<file path="src/rtl/sram_cmd_pkg.sv">
// Shared opcodes, response bytes and FSM encoding for the UART-to-SRAM command parser.
package sram_cmd_pkg;

  typedef enum logic [2:0] {
    ST_IDLE  = 3'd0,
    ST_ADDR2 = 3'd1,
    ST_ADDR1 = 3'd2,
    ST_ADDR0 = 3'd3,
    ST_DATA  = 3'd4,
    ST_MEM   = 3'd5,
    ST_TX    = 3'd6
  } state_t;

  localparam logic [7:0] OP_WRITE = 8'h57;
  localparam logic [7:0] OP_READ  = 8'h52;
  localparam logic [7:0] RSP_OK   = 8'h4B;
  localparam logic [7:0] RSP_ERR  = 8'h3F;

  function automatic logic is_opcode(input logic [7:0] b);
    return (b == OP_WRITE) || (b == OP_READ);
  endfunction

  // States in which the parser is waiting for the rest of a frame.
  function automatic logic in_frame(input state_t s);
    return (s == ST_ADDR2) || (s == ST_ADDR1) || (s == ST_ADDR0) || (s == ST_DATA);
  endfunction

endpackage

</file>
<file path="src/rtl/idle_timer.sv">
// Inter-byte timeout counter; expired is a same-cycle flag so a byte arriving
// on the expiry cycle can still take priority in the parser.
module idle_timer #(
  parameter int TIMEOUT_CYCLES = 50_000_000
) (
  input  logic clk,
  input  logic reset,
  input  logic clr,
  input  logic en,
  output logic expired
);

  localparam int CW = (TIMEOUT_CYCLES > 2) ? $clog2(TIMEOUT_CYCLES) : 1;
  localparam logic [CW-1:0] LAST = CW'(TIMEOUT_CYCLES - 1);

  logic [CW-1:0] r_count;

  assign expired = en && (r_count == LAST);

  // Counter idles at zero outside a frame and restarts on every accepted byte.
  always_ff @(posedge clk or negedge reset) begin
    if (!reset) begin
      r_count <= '0;
    end else if (clr || !en || expired) begin
      r_count <= '0;
    end else begin
      r_count <= r_count + CW'(1);
    end
  end

endmodule

</file>
<file path="src/rtl/uart_cmd_parser.sv">
// Parses 'W' A2 A1 A0 D / 'R' A2 A1 A0 frames from a UART byte stream into one
// SRAM access and answers with 'K', the read byte, or '?' for an unknown opcode.
module uart_cmd_parser
  import sram_cmd_pkg::*;
#(
  parameter int ADDR_WIDTH     = 19,
  parameter int TIMEOUT_CYCLES = 50_000_000
) (
  input  logic                  clk,
  input  logic                  reset,
  input  logic                  rx_done_tick,
  input  logic [7:0]            r_data,
  input  logic                  tx_ready,
  output logic                  tx_start,
  output logic [7:0]            w_data,
  output logic                  mem_req,
  output logic                  mem_we,
  output logic [ADDR_WIDTH-1:0] mem_addr,
  output logic [7:0]            mem_wdata,
  input  logic                  mem_ack,
  input  logic [7:0]            mem_rdata,
  output logic                  busy,
  output logic                  rx_overrun
);

  state_t r_state;
  state_t w_state_nxt;

  logic w_timer_en, w_accept, w_expired;
  logic w_ld_op, w_ld_a2, w_ld_a1, w_ld_a0, w_ld_wd, w_ld_tx, w_overrun;
  logic [7:0] w_tx_byte;

  logic                  r_tx_start, r_mem_req, r_mem_we, r_busy, r_rx_overrun;
  logic [7:0]            r_w_data, r_mem_wdata;
  logic [ADDR_WIDTH-1:0] r_mem_addr;

  assign w_timer_en = in_frame(r_state);
  assign w_accept   = rx_done_tick && ((r_state == ST_IDLE) || w_timer_en);

  idle_timer #(.TIMEOUT_CYCLES(TIMEOUT_CYCLES)) u_idle_timer (
    .clk     (clk),
    .reset   (reset),
    .clr     (w_accept),
    .en      (w_timer_en),
    .expired (w_expired)
  );

  // State register.
  always_ff @(posedge clk or negedge reset) begin
    if (!reset) begin
      r_state <= ST_IDLE;
    end else begin
      r_state <= w_state_nxt;
    end
  end

  // Next-state logic; an arriving byte beats a simultaneous timeout.
  always_comb begin
    w_state_nxt = r_state;
    case (r_state)
      ST_IDLE: begin
        if (rx_done_tick) w_state_nxt = is_opcode(r_data) ? ST_ADDR2 : ST_TX;
        else              w_state_nxt = ST_IDLE;
      end
      ST_ADDR2: begin
        if (rx_done_tick)   w_state_nxt = ST_ADDR1;
        else if (w_expired) w_state_nxt = ST_IDLE;
        else                w_state_nxt = ST_ADDR2;
      end
      ST_ADDR1: begin
        if (rx_done_tick)   w_state_nxt = ST_ADDR0;
        else if (w_expired) w_state_nxt = ST_IDLE;
        else                w_state_nxt = ST_ADDR1;
      end
      ST_ADDR0: begin
        if (rx_done_tick)   w_state_nxt = r_mem_we ? ST_DATA : ST_MEM;
        else if (w_expired) w_state_nxt = ST_IDLE;
        else                w_state_nxt = ST_ADDR0;
      end
      ST_DATA: begin
        if (rx_done_tick)   w_state_nxt = ST_MEM;
        else if (w_expired) w_state_nxt = ST_IDLE;
        else                w_state_nxt = ST_DATA;
      end
      ST_MEM: begin
        if (mem_ack) w_state_nxt = ST_TX;
        else         w_state_nxt = ST_MEM;
      end
      ST_TX: begin
        if (tx_ready) w_state_nxt = ST_IDLE;
        else          w_state_nxt = ST_TX;
      end
      default: w_state_nxt = ST_IDLE;
    endcase
  end

  // Output decode: which datapath register loads this cycle.
  always_comb begin
    w_ld_op   = 1'b0;
    w_ld_a2   = 1'b0;
    w_ld_a1   = 1'b0;
    w_ld_a0   = 1'b0;
    w_ld_wd   = 1'b0;
    w_ld_tx   = 1'b0;
    w_overrun = 1'b0;
    w_tx_byte = RSP_ERR;
    case (r_state)
      ST_IDLE: begin
        w_ld_op = rx_done_tick && is_opcode(r_data);
        w_ld_tx = rx_done_tick && !is_opcode(r_data);
      end
      ST_ADDR2: w_ld_a2 = rx_done_tick;
      ST_ADDR1: w_ld_a1 = rx_done_tick;
      ST_ADDR0: w_ld_a0 = rx_done_tick;
      ST_DATA:  w_ld_wd = rx_done_tick;
      ST_MEM: begin
        w_overrun = rx_done_tick;
        w_ld_tx   = mem_ack;
        w_tx_byte = r_mem_we ? RSP_OK : mem_rdata;
      end
      ST_TX:   w_overrun = rx_done_tick;
      default: w_overrun = 1'b0;
    endcase
  end

  // Registered outputs; upper A2 bits beyond the address width are dropped.
  always_ff @(posedge clk or negedge reset) begin
    if (!reset) begin
      r_tx_start   <= 1'b0;
      r_w_data     <= 8'h00;
      r_mem_req    <= 1'b0;
      r_mem_we     <= 1'b0;
      r_mem_addr   <= '0;
      r_mem_wdata  <= 8'h00;
      r_busy       <= 1'b0;
      r_rx_overrun <= 1'b0;
    end else begin
      r_tx_start <= (r_state == ST_TX) && tx_ready;
      r_mem_req  <= (w_state_nxt == ST_MEM);
      r_busy     <= (w_state_nxt != ST_IDLE);
      if (w_overrun) r_rx_overrun <= 1'b1;
      if (w_ld_op)   r_mem_we <= (r_data == OP_WRITE);
      if (w_ld_a2)   r_mem_addr[ADDR_WIDTH-1:16] <= r_data[ADDR_WIDTH-17:0];
      if (w_ld_a1)   r_mem_addr[15:8] <= r_data;
      if (w_ld_a0)   r_mem_addr[7:0] <= r_data;
      if (w_ld_wd)   r_mem_wdata <= r_data;
      if (w_ld_tx)   r_w_data <= w_tx_byte;
    end
  end

  assign tx_start   = r_tx_start;
  assign w_data     = r_w_data;
  assign mem_req    = r_mem_req;
  assign mem_we     = r_mem_we;
  assign mem_addr   = r_mem_addr;
  assign mem_wdata  = r_mem_wdata;
  assign busy       = r_busy;
  assign rx_overrun = r_rx_overrun;

endmodule

</file>
<file path="config.mk">
export PLATFORM = sky130hd
export DESIGN_NAME = uart_cmd_parser
export DESIGN_NICKNAME = d
export VERILOG_FILES = /design/src/rtl/sram_cmd_pkg.sv /design/src/rtl/idle_timer.sv /design/src/rtl/uart_cmd_parser.sv
export SDC_FILE = /design/constraint.sdc
export NUM_CORES = 1
export LEC_CHECK = 0
export ABC_CLOCK_PERIOD_IN_PS = 4800
export CAP_MARGIN = 20
export CORE_AREA = 5 5 83 85
export CTS_CLUSTER_SIZE = 10
export DETAILED_ROUTE_END_ITERATION = 10
export DIE_AREA = 0 0 88 90
export PLACE_DENSITY = 0.81
export SLEW_MARGIN = 20
export SYNTH_ARGS = -nofsm -noshare
export SYNTH_HDL_FRONTEND = slang
export SYNTH_HIERARCHICAL = 1
export SYNTH_SLANG_ARGS = --single-unit
</file>
<file path="constraint.sdc">
create_clock -name clk -period 4.8 [get_ports clk]
set_input_delay 0.96 -clock clk [delete_from_list [all_inputs] [get_ports clk]]
set_output_delay 0.96 -clock clk [all_outputs]
set_load 0.01 [all_outputs]
</file>
# Yosys cells after proc, flatten, opt, wreduce, memory -nomap -nowiden
# Cells that the tools add are included.
# totals
mem_count,0
input_bits,21
wordCells,64
out_inout_bits,40
ram_bits,0
register_bits,69
mem_bits_ro,0
latch_bits,0
# classes
n_mux,24
add_sub_neg,1
bitwise_logic,0
n_eq_ne,10
magnitude_cmp,0
n_shift,0
reduce_logical,17
div,0
multipliers,0
# ops
op,count
26-bit by 1-bit adder with 26-bit output (second input constant),1
26-bit == test (second input constant),1
26-bit two-way mux,1
3-bit one-hot mux with 7 select lines,1
3-bit two-way mux,6
8-bit by 7-bit == test with 1-bit output (second input constant),2
8-bit two-way mux,2
3-bit == test (second input constant),4
2-bit two-way mux,5
1-bit two-way mux,8
1-bit logical OR,7
3-bit by 2-bit == test with 1-bit output (second input constant),2
1-bit logical AND,5
3-bit by 1-bit == test with 1-bit output (second input constant),1
3-bit logical NOT,1
3-bit nonzero test,1
1-bit logical NOT,2
1-bit one-hot mux with 2 select lines,1
2-bit OR reduction,1

# Depth between registers and ports, before layout
# Gate-level depths: netlist of run 1.
# logic_depth
depth_word,9
depth_mapped,10
mapped_depth_nobuf,9

# By module
# Netlist of run 1, hierarchy kept.
# modules_own_cells
module,area_per_inst_um2,cells_per_inst,seq_area_each_um2,instances
uart_cmd_parser,1935.6,143,1076.0,1
idle_timer,1350.0,143,650.6,1

# Least setup slack after synthesis of run 1
# Ideal clock, no wire load.
# synth_path
path_kind,register to register
startpoint,register r_state[0]
endpoint,register r_mem_req (netlist: mem_req)
period_less_slack_ps,2356
path_stages_with_launch,11
arrival_ps,2223
slack_ps,2444
t_required_ps,4667
n_path_buf,1
setup_ps,133
cell_sequence,dfrtp_1 > buf_2 > nor2_1 > xnor2_1 > nor4bb_1 > nand4b_1 > nor3_1 > nor3b_1 > o221ai_1 > or2_1 > a21boi_1
# synth_via
elab_chain_len,9
elab_cells_between_ends,21
cone_classes,eq/ne: 7; mux: 9; reduce/logical: 5
# synth_lines
item,line_no,rtl
from (decl),uart_cmd_parser.sv:26,state_t r_state;
from (signal assigned),uart_cmd_parser.sv:53,r_state <= w_state_nxt;
3-bit by 1-bit == test with 1-bit output or 3-bit by 2-bit == test with 1-bit output (tied branches),sram_cmd_pkg.sv:25,return (s == ST_ADDR2) || (s == ST_ADDR1) || (s == ST_ADDR0) || (s == ST_DATA);
1-bit logical OR (2 in a row),sram_cmd_pkg.sv:25,
1-bit logical OR *,sram_cmd_pkg.sv:25,
net w_timer_en,uart_cmd_parser.sv:29,"logic w_timer_en, w_accept, w_expired;"
1-bit logical AND *,idle_timer.sv:18,assign expired = en && (r_count == LAST);
net w_expired,uart_cmd_parser.sv:29,
3-bit two-way mux *,uart_cmd_parser.sv:82,else if (w_expired) w_state_nxt = ST_IDLE;
3-bit two-way mux *,uart_cmd_parser.sv:81,if (rx_done_tick) w_state_nxt = ST_MEM;
3-bit one-hot mux with 7 select lines *,uart_cmd_parser.sv:60,case (r_state)
net w_state_nxt[2],uart_cmd_parser.sv:27,state_t w_state_nxt;
3-bit == test *,uart_cmd_parser.sv:139,r_mem_req <= (w_state_nxt == ST_MEM);
to (signal assigned),uart_cmd_parser.sv:139,
to (decl),uart_cmd_parser.sv:33,"logic r_tx_start, r_mem_req, r_mem_we, r_busy, r_rx_overrun;"
# The timed path passes the listed nets; every way through them passes the cells marked *.
# A chain may end at the register's enable or synchronous reset.

# Final worst setup path of run 1
# layout_path
startpoint,register r_state[1]
endpoint,register r_mem_req (netlist: mem_req)
# The elaborated chain is that of the path after synthesis.

==> results of run 1 <==
==> layout make-up <==
cell class                      count  area [µm²]
Clock inverter                      5         108
Tap cell                           77        96.3
Inverter                           10        37.5
Fill cell                         458        1960
Clock buffer                       11         141
Timing Repair Buffer               62         611
Multi-Input combinational cell    195        1460
Sequential cell                    69        1730
==> state kept, by name, indices dropped and copies added (netlist names) <==
signal and cells:
u_idle_timer/r_count 26, mem_addr 19, mem_wdata 8, w_data 8, r_state 3, busy 1
mem_req 1, mem_we 1, rx_overrun 1, tx_start 1
==> metal layers <==
metal / up-vias / wire (µm) / track usage, %
li1: 1153 / - / -
met1: 1200 / 3180 / 27.1
met2: 69 / 3460 / 29.5
met3: 11 / 537 / 6.31
met4: 0 / 117 / 7.80
met5: - / 0 / 0
==> cells by family after synthesis <==
kind of cell	count (synthesis)
xor gates and xnor gates	15
buffers and inverters	22
and+or+nand+nor	101
muxes	35
DFF	69
AOI/OAI and AO/OA	43
adders and majority gates	1
==> per-stage QoR <==
stage                     util (%)  instance area (µm²)  instances
after floorplan                  -                 3290        286
after global routing          68.1                 4180        429
after global placement        64.0                 3930        413
final                         68.1                 4180        429
after CTS                     68.1                 4180        429
after detailed placement      64.0                 3930        413
==> cell usage in the layout, fill, tap and decap left out, types with 2 or more instances in the layout <==
cell type        Yosys  final
nand4_1              7      7
xnor2_1             10     10
mux2_2              27     27
inv_1               10     10
and4_1               4      4
or2_1                3      3
nand2_1             12     12
nor3b_1              2      2
or4_1                9      9
xor2_1               5      5
dfrtp_1             69     69
a21oi_1             14     14
bufinv_16            0      3
nor4_1               2      2
nor2_1              20     20
mux2_4               7      7
o21ai_0             11     11
nand3_1             11     11
clkinv_4             0      2
clkbuf_8             0     10
and3_1               3      3
nor3_1               3      3
buf_4                2      2
or3_1                9      9
clkdlybuf4s50_1      0     59
nor2_2               2      2
nand2b_1             4      4
o31ai_1              6      6
==> power by group <==
part / internal (µW) / total, µW / switching (µW) / leakage (µW)
Combinational: 470 / 837 / 367 / 0.000691
Sequential: 743 / 873 / 130 / 0.000861
Clock: 361 / 583 / 221 / 0.000124
Total: 1570 / 2290 / 717 / 0.00168
==> worst reg2reg max path, delay by kind of cell (launching register included) <==
| family | cells | cell delay, ps |
|---|---|---|
| and+or+nand+nor | 6 | 1430 |
| DFF | 1 | 640 |
| AOI/OAI and AO/OA | 2 | 300 |
| xor gates and xnor gates | 1 | 290 |
==> worst max-delay path by stage <==
stage | end | slack [ps] | cells past startpoint
floorplan | mem_req$_DFF_PN0_ | 2440 | 10
global placement | w_data[4]$_DFFE_PN0P_ | 2050 | 5
detailed placement | w_data[3]$_DFFE_PN0P_ | 1950 | 5
CTS | mem_req$_DFF_PN0_ | 2030 | 9
global route | busy$_DFF_PN0_ | 1670 | 9
finish | mem_req$_DFF_PN0_ | 2020 | 9
==> results.ini, run 1 <==
[status]
outcome=completed

[synthesis]
synth_commonest_cells=69 x dfrtp_1, 27 x mux2_2, 20 x nor2_1, 14 x a21oi_1, 12 x nand2_1
synth_edf_count=0
yosys_warnings=6
synth_flop_cell=dfrtp_1
synth_top_family_by_area=simple AND/OR/NAND/NOR gates
synth_cell_types=51
synth_area_per_cell_um2=11.5
synthSimpleGateAreaFrac_pct=18.4
synth.most_common_cell=dfrtp_1
synth.cell_area_um2=3290
async_reset_ff_share_pct=100
syn_inst=286
synth-xor-area-share_pct=4.00
synth.area.mux_share_pct=12.8
yosys.area.top_type=dfrtp_1
synth-seq-area-share_pct=52.6
synth_nets=308
yosys-top-cells-area=dfrtp_1 53%, mux2_2 9.3%, mux2_4 3.2%
synth_fa_ha_area_share_pct=0.381
synth_compound_area_share_pct=8.80
ys_seq_elements=69
synth.top_cell.area_share_pct=52.6

[finish]
fin_nets=369
syn_to_final_growth_pct=27.1
drive_above_1_share_pct=18.8
diodes=0

[critical_path]
cp-start-kind=flop
path_cells=nor2_1, xnor2_1, nor4bb_1, nand4b_1, nor3_1, nor3b_1, o221ai_1, or2_1, a21boi_1
crit_slowest_cell=dfrtp_1
r2r_slack_ps=2020
critPathRequiredTime_ps=5020
path_buf_inv=0
startpoint=r_state[1]$_DFF_PN0_
r2r_cells=9
critPathKind=reg -> reg
crit_family=simple AND/OR/NAND/NOR gates
end_kind=flop
r2r_start=r_state[1]$_DFF_PN0_
rr_endpoint=mem_req$_DFF_PN0_
cp.arrival_ps=3000
worst-path-max-fanout=13
max_stage_delay_ps=640

[die]
die_h_um=90
fp.dieW_um=88
ios=61
start_util_pct=53.6
rows=29
coreArea_um2=6130
dieArea_um2=7920

[sta]
finalSetupViolations=0
slew_violations=0
worst_slew_pin_slew_ps=809
fin_crit_ps=2780
fin_ws_ps=2020
fmaxAchievable_mhz=360
tns_ps=0
slew_headroom_pct=46.0
hold_violations=0
rsz0062_at_grt=no
fin_crit_sh_pct=57.9
holdWs_ps=485
skew_ps=10.4

[routing]
avgRoutedWirePerCell_um=17.0
num_vias=2433
drtAntennaViolNets=0
routed_wl_mm=7.30
vias_per_cell=5.67
dr.pass1.iters=4
drc=0
drt_iter0_drc=188

[hold_path]
hold_depth=1
worst_hold_path_type=reg -> reg
hold_end=rx_overrun$_DFFE_PN0P_
hold_start=rx_overrun$_DFFE_PN0P_

[clock_tree]
insertion_delay_ps=340
postCtsHoldBufs=0
root_buffer=clkbuf_8
cts_made_buffers=9
tritoncts=built
clockBufferDepth=2
cts_setup_buffers=0
clock_sinks=69
clkTransAtPathRegs_ps=80
cts_resized=0
htreeDepth=3

[pwr]
p_per_area_nw_per_um2=549
peakVddDrop_uv=458
total_leakage_power_uw=0.00168
power.total_uw=2290

[placed_design]
io_buffers=60
gp_congestion=0.808
place_ws_ps=1950
dp_hpwl_mm=5.01

[run]
cap_viol_max_count=0

[global_route]
grt_max_degree=37
grt_pass1_wl_mm=12.5
grt_pass1_vias=2524
globalRouteOverflowTotal=0
grt_use_total_pct=19.9
antenna_found_initial=0

Note: power is estimated with default switching activity, not from simulation.
==> inputs of run 2 (changes only) <==
Settings changed: ABC_CLOCK_PERIOD_IN_PS 4800 to 2650, CORE_AREA 5 5 83 85 to 5 5 86 88, DIE_AREA 0 0 88 90 to 0 0 91 93, PLACE_DENSITY 0.81 to 0.76.
Clock period 4.8 ns to 2.65 ns, I/O delays scaled along.
==> run 2 against run 1 <==
  * Non-clock buffer count rose by 4
  * Clock-buffer cell count decreased by 1
  * Highest routed layer unchanged
  * Global-route usage fell by 1.9 points
  * Die area rose by 6.9%
  * Largest power group is now combinational logic
  * Cell count up 1.6%
  * Total power rose by 72%
  * Critical path depth is the same
==> results.ini, run 2 (same netlist as run 1, synthesis figures left out) <==
[status]
outcome=completed

[die]
die_h_um=93  ; +3.3%
ios=61  ; unchanged
start_util_pct=50.0  ; -3.6 points
fp.dieW_um=91  ; +3.4%
rows=30  ; +3.4%
coreArea_um2=6570  ; +7.1%
dieArea_um2=8460  ; +6.9%

[sta]
fin_ws_ps=178  ; -1840 ps
fin_crit_sh_pct=93.3  ; +35 points
skew_ps=13.8  ; +3.34 ps
slew_violations=0  ; unchanged
fmaxAchievable_mhz=404  ; +12%
finalSetupViolations=0  ; unchanged
fin_crit_ps=2470  ; -309 ps
tns_ps=0  ; unchanged
rsz0062_at_grt=no
worst_slew_pin_slew_ps=758  ; -51.9 ps
hold_violations=0  ; unchanged
slew_headroom_pct=49.5  ; +3.5 points

[placed_design]
dp_hpwl_mm=5.09  ; +1.4%
gp_congestion=0.812  ; +0.57%
io_buffers=60  ; unchanged
place_ws_ps=176  ; -1780 ps

[finish]
largest_reg_flops=26  ; unchanged
max_flop_register=u_idle_timer/r_count
diodes=0  ; unchanged
syn_to_final_growth_pct=26.7
multiInputGateArea_um2=1460  ; +0.52%
register_area_um2=1730  ; unchanged
final_common_cell=dfrtp_1
drive_above_1_share_pct=20.5  ; +1.8 points
fill_cells=510  ; +11%
fin_nets=373  ; +1.1%
final_cell_mix=69 x dfrtp_1, 59 x clkdlybuf4s50_1, 27 x mux2_2

[clock_tree]
root_buffer=clkbuf_8
cts_made_buffers=9  ; unchanged
htreeDepth=3  ; unchanged
cts_setup_buffers=0  ; unchanged
clockBufferDepth=2  ; unchanged
clock_sinks=69  ; unchanged
clkTransAtPathRegs_ps=70  ; about the same
insertion_delay_ps=350  ; about the same
postCtsHoldBufs=0  ; unchanged
tritoncts=built

[critical_path]
cp.arrival_ps=2690  ; -310 ps
r2r_slack_ps=180  ; -1840 ps
r2r_start=r_state[1]$_DFF_PN0_
worst-path-max-fanout=3  ; -10
critPathKind=reg -> reg
r2r_cells=9  ; unchanged
rr_endpoint=mem_req$_DFF_PN0_
cp-start-kind=flop
critPathRequiredTime_ps=2870  ; -2150 ps
end_kind=flop

[pwr]
p_per_area_nw_per_um2=945  ; +72%
total_leakage_power_uw=0.00167  ; -0.58%
peakVddDrop_uv=602  ; +31%

[routing]
routed_wl_mm=7.30  ; -0.12%
drtAntennaViolNets=0  ; unchanged
wl_met2_mm=3.53  ; +1.8%
avgRoutedWirePerCell_um=16.7  ; -1.7%
m1WireLength_mm=3.24  ; +1.9%
num_vias=2442  ; +0.37%
wl_met3_um=446  ; -17%
top_layer_used=met4
dr.pass1.iters=5  ; +1
drc=0  ; unchanged
drt_iter0_drc=142  ; -24%
vias_per_cell=5.60  ; -1.2%

[global_route]
grt_pass1_wl_mm=12.4  ; -0.50%
globalRouteOverflowTotal=0  ; unchanged
antenna_found_initial=0  ; unchanged
grt_pass1_vias=2497  ; -1.1%
grt_use_total_pct=18.0  ; -1.9 points
grt_max_degree=38  ; +2.7%

[run]
cap_viol_max_count=0  ; unchanged

[hold_path]
worst_hold_path_type=in -> async

==> run 2: changes by cell type in the layout (fill, tap and decap cells not counted) <==
cell / delta
inv_6: +2
nor2_2: +1
nor3_2: +1
nor3_1: -1
bufinv_16: -3
clkinvlp_4: +2
buf_12: +1
buf_4: +3
clkinv_2: +1
nor2_1: -1
clkbuf_1: -1
clkinv_4: -1
==> run 2: area by class of cell <==
cell class,count,area share [%]
clock inverter,6,1.11
clock buffer,10,3.31
sequential,69,41.5
multi-input combinational,195,35.1
timing repair buffer,66,15.7
inverter,10,0.901
tap,80,2.40
==> run 2: per-stage QoR <==
step | utilization [%] | cells | instance area [µm²] | power [µW] | hold WS, ps
CTS | 63.3 | 436 | 4160 | 3970 | 263
floorplan | - | 286 | 3290 | 2370 | 234
finish | 63.4 | 436 | 4160 | 3930 | 255
detailed placement | 60.5 | 420 | 3970 | 3160 | 468
global route | 63.4 | 436 | 4160 | 4190 | 294
global placement | 60.5 | 420 | 3970 | 3110 | 463
==> run 2: power breakdown <==
part	total, µW	leakage (µW)	switching [µW]	internal (µW)
sequential	1520	0.000861	173	1350
clock	788	0.0000893	417	371
combinational	1620	0.000716	741	884
==> run 2: worst max path at each step <==
stage	start	endpoint	slack, ps	cells after the start
after global routing	r_state[0]$_DFF_PN0_	mem_req$_DFF_PN0_	40	9
after CTS	r_state[1]$_DFF_PN0_	mem_req$_DFF_PN0_	160	9
after detailed placement	r_state[1]$_DFF_PN0_	mem_req$_DFF_PN0_	180	9
after floorplan	r_state[0]$_DFF_PN0_	mem_req$_DFF_PN0_	290	10
final	r_state[1]$_DFF_PN0_	mem_req$_DFF_PN0_	180	9
after global placement	r_state[1]$_DFF_PN0_	mem_req$_DFF_PN0_	300	9
==> run 2: worst max-delay path, stage by stage, from the launching register on <==
cell and delay (ps):
dfrtp_1 390, nor2_2 170, xnor2_1 200, nor4bb_1 350
nand4b_1 210, nor3_2 240, nor3b_1 210, o221ai_1 180
or2_1 270, a21boi_1 130
==> run 2: timing repair <==
action                                  CTS  global route
endpoints found under the setup margin    0             1
gates resized for setup                   0             2
endpoints found under the hold margin     0             0
==> run 2: per-layer routing <==
metal  track usage, %  vias to the layer above
met4             6.60                        0
li1                 -                     1167
met1             24.6                     1208
met3             5.15                        6
met2             27.3                       61
met5                0                        -
==> inputs of run 3 (changes only) <==
Settings changed: ABC_CLOCK_PERIOD_IN_PS 2650 to not set, CAP_MARGIN 20 to 10.
Clock period 2.65 ns to 2.7 ns, I/O delays scaled along.
==> run 3 against run 2 <==
  * Cell count grew 0.23%
  * Critical endpoint unchanged
  * Register-to-register slack improved by 80 ps
  * Maximum frequency is 1.3% higher
  * Sequential power down 3%
  * Critical path depth did not move
  * Clock-buffer cell count decreased by 1
  * Flip-flop and latch count unchanged
==> results.ini, run 3 (same netlist as run 1, synthesis figures left out) <==
[routing]
drtAntennaViolNets=0  ; unchanged
vias_per_cell=5.56  ; -0.68%
dr.pass1.iters=4  ; -1
drc=0  ; unchanged
drt_iter0_drc=174  ; +23%
num_vias=2431  ; -0.45%
routed_wl_mm=7.12  ; -2.3%
avgRoutedWirePerCell_um=16.3  ; -2.6%

[sta]
rsz0062_at_grt=no
slew_headroom_pct=68.7  ; +19 points
skew_ps=13.1  ; -0.685 ps
fin_crit_sh_pct=90.4  ; -2.9 points
finalSetupViolations=0  ; unchanged
fmaxAchievable_mhz=410  ; +1.3%
tns_ps=0  ; unchanged
fin_crit_ps=2440  ; -32.5 ps
hold_violations=0  ; unchanged
worst_slew_pin_slew_ps=469  ; -289 ps
slew_violations=0  ; unchanged

[clock_tree]
root_buffer=clkbuf_8
cts_made_buffers=9  ; unchanged
cts_setup_buffers=0  ; unchanged
postCtsHoldBufs=0  ; unchanged
htreeDepth=3  ; unchanged
clkTransAtPathRegs_ps=80  ; about the same
cts_resized=0  ; unchanged
clockBufferDepth=2  ; unchanged
insertion_delay_ps=340  ; about the same
clock_sinks=69  ; unchanged
tritoncts=built

[critical_path]
startpoint=r_state[1]$_DFF_PN0_
r2r_cells=9  ; unchanged
max_stage_delay_ps=380  ; about the same
r2r_start=r_state[1]$_DFF_PN0_
critPathKind=reg -> reg
r2r_slack_ps=260  ; +80 ps
cp-start-kind=flop
worst-path-max-fanout=3  ; unchanged
critPathRequiredTime_ps=2920  ; +50 ps
end_kind=flop
crit_slowest_cell=dfrtp_1
path_cells=nor2_1, xnor2_1, nor4bb_1, nand4b_1, nor3_2, nor3b_1, o221ai_1, or2_1, a21boi_1
cp.arrival_ps=2660  ; -30 ps
cp-endpoint=mem_req$_DFF_PN0_
rr_endpoint=mem_req$_DFF_PN0_

[pwr]
power.total_uw=3810  ; -3.2%
p_per_area_nw_per_um2=918  ; -2.8%
total_leakage_power_uw=0.00167  ; +0.24%
peakVddDrop_uv=667  ; +11%

[global_route]
globalRouteOverflowTotal=0  ; unchanged
antenna_found_initial=0  ; unchanged
grt_pass1_wl_mm=12.1  ; -2.7%
grt_use_total_pct=17.5  ; -0.48 points
grt_max_degree=31  ; -18%
grt_pass1_vias=2477  ; -0.80%

[run]
cap_viol_max_count=0  ; unchanged

[die]
die_h_um=93  ; unchanged
dieArea_um2=8460  ; unchanged
fp.dieW_um=91  ; unchanged
start_util_pct=50.0  ; unchanged
rows=30  ; unchanged
coreArea_um2=6570  ; unchanged
ios=61  ; unchanged

[finish]
register_area_um2=1730  ; unchanged
fin_nets=374  ; +0.27%
fin_area_um2=4150  ; -0.42%
final_common_cell=dfrtp_1
max_flop_register=u_idle_timer/r_count
fin_util_pct=63.1  ; -0.27 points
fill_cells=525  ; +2.9%
final_cell_mix=69 x dfrtp_1, 59 x clkdlybuf4s50_1, 27 x mux2_2
diodes=0  ; unchanged
largest_reg_flops=26  ; unchanged
drive_above_1_share_pct=20.4  ; -0.057 points
multiInputGateArea_um2=1460  ; -0.17%
syn_to_final_growth_pct=26.2

[hold_path]
worst_hold_path_type=in -> async

[placed_design]
placed_area_um2=3970  ; -0.13%
gp_congestion=0.814  ; +0.25%
io_buffers=60  ; unchanged
dp_hpwl_mm=5.09  ; about the same

[status]
outcome=completed

-- run 3: final cells by class --
| cell class | instances | area share [%] |
|---|---|---|
| flip-flops and latches | 69 | 41.6 |
| multi-input cells | 195 | 35.2 |
| repair buffers | 67 | 15.6 |
| clock buffers | 9 | 2.99 |
| well taps | 80 | 2.41 |
| clock inverters | 7 | 1.21 |
| inverters | 10 | 0.905 |
-- run 3: where the power goes --
| part | switching (µW) | total [µW] | internal, µW |
|---|---|---|---|
| sequential | 159 | 1480 | 1320 |
| combinational | 712 | 1580 | 865 |
| clock | 412 | 748 | 336 |
| total | 1280 | 3810 | 2520 |
-- run 3: worst min-delay path by stage --
stage / depth (start not counted) / slack, ps / from / to
CTS: 1 / 130 / reset / u_idle_timer/r_count[6]$_DFF_PN0_
floorplan: 0 / 240 / reset / busy$_DFF_PN0_
detailed placement: 1 / 470 / rx_overrun$_DFFE_PN0P_ / rx_overrun$_DFFE_PN0P_
finish: 1 / 130 / reset / u_idle_timer/r_count[6]$_DFF_PN0_
global placement: 1 / 460 / rx_overrun$_DFFE_PN0P_ / rx_overrun$_DFFE_PN0P_
global route: 1 / 150 / reset / u_idle_timer/r_count[6]$_DFF_PN0_
-- run 3: worst max-delay path, delay by kind of cell, from the launching register on --
kind / cells / cell delay [ps]
XOR/XNOR: 1 / 210
AND/OR/NAND/NOR: 6 / 1440
flip-flops: 1 / 380
AO/OA/AOI/OAI: 2 / 290
-- run 3: stage by stage --
step | worst slack [ps] | std cells | hold WS, ps
6_report | 260 | 437 | 132
5_1_grt | 18.9 | 437 | 148
4_1_cts | 242 | 437 | 134
3_5_place_dp | 258 | 421 | 470
3_3_place_gp | 344 | 421 | 457
2_1_floorplan | 344 | 286 | 244
-- run 3: routing by layer --
| layer | global-route usage, % | vias up | wire, µm |
|---|---|---|---|
| met4 | 5.50 | 0 | 65 |
| met5 | 0 | - | 0 |
| li1 | - | 1166 | - |
| met1 | 24.6 | 1204 | 3250 |
| met2 | 25.1 | 54 | 3330 |
| met3 | 6.68 | 7 | 478 |
